--- config.mk ---
export PLATFORM = sky130hd
export DESIGN_NAME = uart_tx_arbiter
export DESIGN_NICKNAME = d
export VERILOG_FILES = /design/src/rtl/uart_tx_arbiter.sv
export SDC_FILE = /design/constraint.sdc
export NUM_CORES = 1
export LEC_CHECK = 0
export CELL_PAD_IN_SITES_DETAIL_PLACEMENT = 0
export CELL_PAD_IN_SITES_GLOBAL_PLACEMENT = 1
export CORE_MARGIN = 2
export CORE_UTILIZATION = 35
export DETAILED_ROUTE_END_ITERATION = 6
export HOLD_SLACK_MARGIN = 0.08
export PLACE_DENSITY_LB_ADDON = 0.3
export SLEW_MARGIN = 20
export SYNTH_ARGS = -nofsm -noshare
export SYNTH_HDL_FRONTEND = slang
export SYNTH_SLANG_ARGS = --single-unit
--- constraint.sdc ---
create_clock -name clk_i -period 3.43 [get_ports clk_i]
set_input_delay 0.343 -clock clk_i [delete_from_list [all_inputs] [get_ports clk_i]]
set_output_delay 0.343 -clock clk_i [all_outputs]
set_load 0.01 [all_outputs]
--- src/rtl/uart_tx_arbiter.sv ---
// Round-robin, message-granular arbiter sharing one UART TX FIFO write port
// among NUM_REQ byte-stream requesters, with idle-owner eviction.
module uart_tx_arbiter #(
    parameter int NUM_REQ    = 4,
    parameter int DATA_WIDTH = 8,
    parameter int TIMEOUT    = 255
) (
    input  logic                          clk_i,
    input  logic                          rst_i,
    input  logic                          en_i,
    input  logic [NUM_REQ-1:0]            req_valid_i,
    input  logic [NUM_REQ*DATA_WIDTH-1:0] req_data_i,
    input  logic [NUM_REQ-1:0]            req_last_i,
    output logic [NUM_REQ-1:0]            req_ready_o,
    output logic                          tx_valid_o,
    output logic [DATA_WIDTH-1:0]         tx_data_o,
    input  logic                          tx_ready_i,
    output logic [NUM_REQ-1:0]            grant_o,
    output logic                          busy_o,
    output logic                          timeout_o
);
    localparam int IDX_W = (NUM_REQ > 1) ? $clog2(NUM_REQ) : 1;
    localparam logic [15:0] TIMEOUT_W = 16'(TIMEOUT);

    typedef enum logic {IDLE = 1'b0, LOCK = 1'b1} state_t;

    state_t                 state_q, state_d;
    logic [IDX_W-1:0]       own_q, own_d, ptr_q, ptr_d, pick, cand;
    logic                   found;
    logic [15:0]            cnt_q, cnt_d;
    logic                   tx_valid_q, tx_valid_d;
    logic [DATA_WIDTH-1:0]  tx_data_q, tx_data_d;
    logic                   timeout_q, timeout_d;
    logic                   own_valid, own_last, can_accept, xfer, drain;
    logic [DATA_WIDTH-1:0]  own_data;

    // Handshakes are valid/ready: a beat moves on a cycle where both are high;
    // valid, once raised, holds its data until that beat.
    assign can_accept = (state_q == LOCK) && (!tx_valid_q || tx_ready_i);
    assign xfer       = can_accept && own_valid;
    assign drain      = tx_valid_q && tx_ready_i;

    assign busy_o     = (state_q == LOCK);
    assign tx_valid_o = tx_valid_q;
    assign tx_data_o  = tx_data_q;
    assign timeout_o  = timeout_q;

    always_comb begin
        own_valid   = 1'b0;
        own_last    = 1'b0;
        own_data    = '0;
        req_ready_o = '0;
        grant_o     = '0;
        for (int k = 0; k < NUM_REQ; k++) begin
            if (own_q == IDX_W'(k)) begin
                own_valid      = req_valid_i[k];
                own_last       = req_last_i[k];
                own_data       = req_data_i[k*DATA_WIDTH +: DATA_WIDTH];
                req_ready_o[k] = can_accept;
                grant_o[k]     = (state_q == LOCK);
            end
        end
    end

    // Search upward from the requester after the last owner.
    always_comb begin
        found = 1'b0;
        pick  = ptr_q;
        cand  = ptr_q;
        for (int i = 1; i <= NUM_REQ; i++) begin
            cand = IDX_W'((int'(ptr_q) + i) % NUM_REQ);
            if (!found && req_valid_i[cand]) begin
                found = 1'b1;
                pick  = cand;
            end
        end
    end

    always_comb begin
        state_d    = state_q;
        own_d      = own_q;
        ptr_d      = ptr_q;
        cnt_d      = cnt_q;
        timeout_d  = 1'b0;
        tx_valid_d = tx_valid_q;
        tx_data_d  = tx_data_q;
        if (drain) tx_valid_d = 1'b0;
        if (xfer) begin
            tx_valid_d = 1'b1;
            tx_data_d  = own_data;
        end
        case (state_q)
            IDLE: begin
                cnt_d = '0;
                if (en_i && found) begin
                    state_d = LOCK;
                    own_d   = pick;
                end
            end
            LOCK: begin
                if (xfer) begin
                    cnt_d = '0;
                    if (own_last) begin
                        state_d = IDLE;
                        ptr_d   = own_q;
                    end
                end else if (!own_valid) begin
                    // Stalled-by-FIFO cycles (valid high) leave the count alone.
                    if (cnt_q + 16'd1 == TIMEOUT_W) begin
                        state_d   = IDLE;
                        ptr_d     = own_q;
                        cnt_d     = '0;
                        timeout_d = 1'b1;
                    end else begin
                        cnt_d = cnt_q + 16'd1;
                    end
                end
            end
            default: state_d = IDLE;
        endcase
    end

    always_ff @(posedge clk_i or posedge rst_i) begin
        if (rst_i) begin
            state_q    <= IDLE;
            own_q      <= '0;
            ptr_q      <= IDX_W'(NUM_REQ - 1);
            cnt_q      <= '0;
            tx_valid_q <= 1'b0;
            tx_data_q  <= '0;
            timeout_q  <= 1'b0;
        end else begin
            state_q    <= state_d;
            own_q      <= own_d;
            ptr_q      <= ptr_d;
            cnt_q      <= cnt_d;
            tx_valid_q <= tx_valid_d;
            tx_data_q  <= tx_data_d;
            timeout_q  <= timeout_d;
        end
    end
endmodule

# After elaboration in Yosys (flattened, before gate mapping)

Cells that the tools add are included.

Register bits: 31
Latch bits: 0
Bits in writable memories: 0
ROM bits: 0
Memories kept: 0

Add/sub/neg operators: 5
Multiply operators: 0
Divide/modulo/power cells: 0
Magnitude comparators: 4
Equal/unequal tests: 7
Shifts and indexed selects: 0
Muxes and demuxes: 56
Bitwise gates (word level): 1
Reductions and logical operators: 17

Operators with widths:

| operator                                                   | count |
|---|---|
| two-way mux 16 bit                                         | 3 |
| two-way mux 1 bit                                          | 35 |
| two-way mux 8 bit                                          | 4 |
| one-hot mux 16 bit (2 select lines)                        | 1 |
| adder 16 x 1 -> 16 bit, second input constant              | 1 |
| equality test 16 x 8 -> 1 bit, second input constant       | 1 |
| two-way mux 2 bit                                          | 8 |
| less-than comparator 2 x 3 -> 1 bit, second input constant | 4 |
| binary-select mux 1 bit (select 2 bit)                     | 4 |
| logical AND 1 bit                                          | 7 |
| adder 2 x 1 -> 2 bit, second input constant                | 2 |
| adder 2 bit, second input constant                         | 2 |
| equality test 2 bit, second input constant                 | 2 |
| logical NOT 1 bit                                          | 4 |
| AND reduction 4 bit                                        | 1 |
| nonzero test 2 bit                                         | 2 |
| inequality test 3 x 2 -> 1 bit, second input constant      | 1 |
| equality test 2 x 1 -> 1 bit, second input constant        | 1 |
| logical NOT 2 bit                                          | 1 |
| inequality test 2 x 1 -> 1 bit, second input constant      | 1 |
| inequality test 2 bit, second input constant               | 1 |
| one-hot mux 1 bit (2 select lines)                         | 1 |
| AND reduction 2 bit                                        | 1 |
| logical OR 1 bit                                           | 1 |
| NOT 1 bit                                                  | 1 |

# Longest topological paths before layout

Word-level depth: 16
Mapped depth: 8

# Worst setup path after synthesis

Ideal clock, no wire load.

Path type: register to register
Start: register cnt_q[0]
End: register ptr_q[0]
Setup time: 0.085 ns
Arrival: 2.371 ns
Required time: 3.345 ns
Setup slack: 0.974 ns
Cell stages (with the launch flop): 9
Buffers on the path: 0
Path through: dfrtp_1 ha_1 nand3_1 nor4_2 and3_1 nor2_1 or4b_4 o21ai_2 mux2_1

Word-level cells in the longest chain between the ends: 4

RTL lines:

| item                                 | RTL line | source |
|---|---|---|
| start: declaration                   | 30       | `logic [15:0] cnt_q, cnt_d;` |
| start signal: assignment             | 136      | `cnt_q <= cnt_d;` |
| adder 16 x 1 -> 16 bit               | 109      | `if (cnt_q + 16'd1 == TIMEOUT_W) begin` |
| equality test 16 x 8 -> 1 bit        | 109      |  |
| nonzero test 2 bit (no source line)  | --       |  |
| AND reduction 4 bit (no source line) | --       |  |
| end signal: assignment               | 127      | `ptr_q <= IDX_W'(NUM_REQ - 1);` |
| end signal: assignment               | 135      | `ptr_q <= ptr_d;` |
| end: declaration                     | 28       | `logic [IDX_W-1:0] own_q, own_d, ptr_q, ptr_d, pick, cand;` |

No other way between the ends.
A chain may end at the register's enable or synchronous reset.

# Worst setup path in the final report

Start: register cnt_q[0]
End: register ptr_q[1]

The elaborated chain is that of the path after synthesis.

==> impl_metrics.toml <==
[routing]
drc_errors = 0
viasPerCell = 5.28
wl_per_cell_um = 15.0
routed_wl_um = 5110
drtIter0Drc = 100
vias = 1794
final_antenna_net_count = 0
first_pass_iters = 4

[floorplan]
row_count = 27
num_io_pins = 63
dieArea_mm2 = 0.00640
start_util = 0.365
die_w_um = 80.0
die_h_um = 80.0
core_area_mm2 = 0.00554

[pwr]
power_density_mw_per_mm2 = 622
power_leakage_nw = 1.14
ir_drop_v = 0.000406

[clock_network]
cts_setup_buffers = 0
path_clk_slew_ns = 0.07
cts_tree = "built"
h-tree-depth = 2
cts_resized = 0
cts_hold_buf = 0
insertion_delay_ns = 0.29
cts.sinks = 31
cts_root_buf = "clkbuf_8"
numCtsBuffers = 5
clockBufferDepth = 2

[critical_path]
slowest_stage = "or4b_4"
cp_num_buf_inv = 0
cp_top_family = "simple AND/OR/NAND/NOR gates"
crit_fanout = 7
path_class = "register to register"
worstSetupStartpointType = "register"
crit_path_end_kind = "register"
worstPathRequired_ns = 3.65
path_cells = "ha_1 -> nand3_1 -> nor4_2 -> and3_1 -> nor2_1 -> or4b_4 -> o21ai_2 -> mux2_1"
max_stage_delay_ns = 0.53
cp_data_arrival_time_ns = 2.93

[sta]
rsz0062_at_grt = "no"
hold_viol_final = 0
slew_headroom = 0.564
post-route-min-period_ns = 2.71
tns_ns = 0
max_freq_mhz = 369
min_period_over_period = 0.791
finalMaxSlewViolations = 0
setup_viol = 0
fin_ws_ns = 0.717
clock_skew_ns = 0.00722
tightest_slew_ns = 0.645

[grt]
antenna_found_initial = 0
grt_pass1_vias = 1790
grt_remaining_overflow = 0
grt_max_degree = 32
grt_pass1_wl_um = 8660
grt_usage = 0.176

[final_layout]
area_growth_pct = 38.3
ff_latch_area_um2 = 778
multiInputGateArea_mm2 = 0.00117
diodes = 0
drive_gt1_frac = 0.146
layout.nets = 313
final_cells = 340
fill_cells = 536
final_util = 0.505

[logic_synthesis]
yosysTopAreaCell = "dfrtp_1"
synth.distinct_cells = 49
syn-num-nets = 253
syn-mean-instance-area_um2 = 9.77
synth.top_cell.area_share = 0.359
ys_ff_latch = 31
synth_area_mm2 = 0.00202
yosysSeqAreaShare = 0.385
ys.flop_type = "dfrtp_1"
synthCells = 207
synth.area.top_cells = "dfrtp_1, mux4_2, nand2_1"
synth-edff-count = 0
ys_async_sr_fraction = 1.00
yosys_warnings = 0

[placement]
portBuffers = 62
placed_cells = 332
place.gp.congestion = 0.772
hpwl_um = 3810
pre_cts_ws_ns = 0.731

[worst_hold_path]
hp-class = "input port to asynchronous set/reset pin"

[run_status]
status = "complete, no violations"

[run]
drv_cap = 0
cells in the final DEF, fill, tap and decap left out, drive strengths merged, types with 3 or more instances in the layout:
cell type,count
nor2b,3
or3,7
mux4,10
xnor2,4
buf,3
a21oi,4
a21o,4
nand3,11
nand2,28
dfrtp,29
nand4,5
inv,6
mux2,11
nor3,4
o21ai,14
clkdlybuf4s50,62
nor2,14
clkbuf,7
and3,3
nor3b,5
nand2b,3
worst min-delay path: stages:
cell and delay, ns:
clkdlybuf4s50_1 0.40, inv_1 0.05, buf_4 0.36
state kept, by name, indices dropped and copies added (netlist names):
name and flops:
busy_o 1, cnt_q 16, own_q 2, ptr_q 2, timeout_o 1, tx_data_o 8, tx_valid_o 1
cell families after synthesis:
group	count (synthesis)	synth area share
AND/OR/NAND/NOR	93	0.250
AO/OA/AOI/OAI	34	0.109
flip-flops	31	0.385
multiplexers	23	0.182
buffers and inverters	18	0.0353
XOR/XNOR	6	0.0260
adder cells (fa/ha/maj)	2	0.0124
report_power, final:
| group | internal (mW) | leakage (nW) | switching [mW] |
|---|---|---|---|
| Combinational | 0.480 | 0.697 | 0.404 |
| Sequential | 0.469 | 0.399 | 0.0822 |
| Clock | 0.162 | 0.0482 | 0.145 |
| Total | 1.11 | 1.14 | 0.631 |
area by class of cell:
type / count / area share
Clock inverter: 1 / 0.00179
Timing Repair Buffer: 65 / 0.230
Inverter: 6 / 0.00805
Tap cell: 72 / 0.0322
Clock buffer: 7 / 0.0308
Multi-Input combinational cell: 158 / 0.419
Sequential cell: 31 / 0.278
final timing paths:
kind / from / end / slack (ns) / cells past startpoint
min reg2reg: cnt_q[15] / cnt_q[15] / 0.51 / 2
max: cnt_q[0] / ptr_q[1] / 0.72 / 8
max reg2reg: cnt_q[0] / ptr_q[1] / 0.72 / 8
max in group asynchronous: rst_i / ptr_q[1] / 2.67 / 3
min in group clk_i: cnt_q[15] / cnt_q[15] / 0.51 / 2
min: rst_i / tx_data_o[5] / 0.43 / 3
metal layers:
layer,wire length [um],share of wire,global-route usage
met4,80,0.016,0.0644
met2,2670,0.52,0.308
met3,152,0.030,0.0396
met5,0,0,0
met1,2200,0.43,0.209
through the flow:
step                instance area [um2]  power (mW)  hold WS, ns
global route                       2800        1.87        0.486
CTS                                2800        1.77        0.445
global placement                   2710        1.45        0.489
floorplan                          2020        1.08        0.445
detailed placement                 2710        1.46        0.493
finish                             2800        1.74        0.430
cell usage after synthesis, types with 2 or more instances:
cell	instances
nor2b_1	3
or3_1	7
nor3_1	4
inv_1	6
clkbuf_1	10
mux4_2	10
and3_1	3
mux2_2	9
nand3_1	10
a21oi_1	4
ha_1	2
dfstp_2	2
and3b_1	2
nand2b_1	3
nor2_1	14
xnor2_1	4
a21o_1	4
nand4_1	4
o21ai_0	12
nor3b_1	5
mux2_1	2
nand2_1	28
xor2_1	2
mux2i_1	2
o41ai_1	2
o211ai_1	2
dfrtp_1	29
Note: power is estimated with default switching activity, not from simulation.
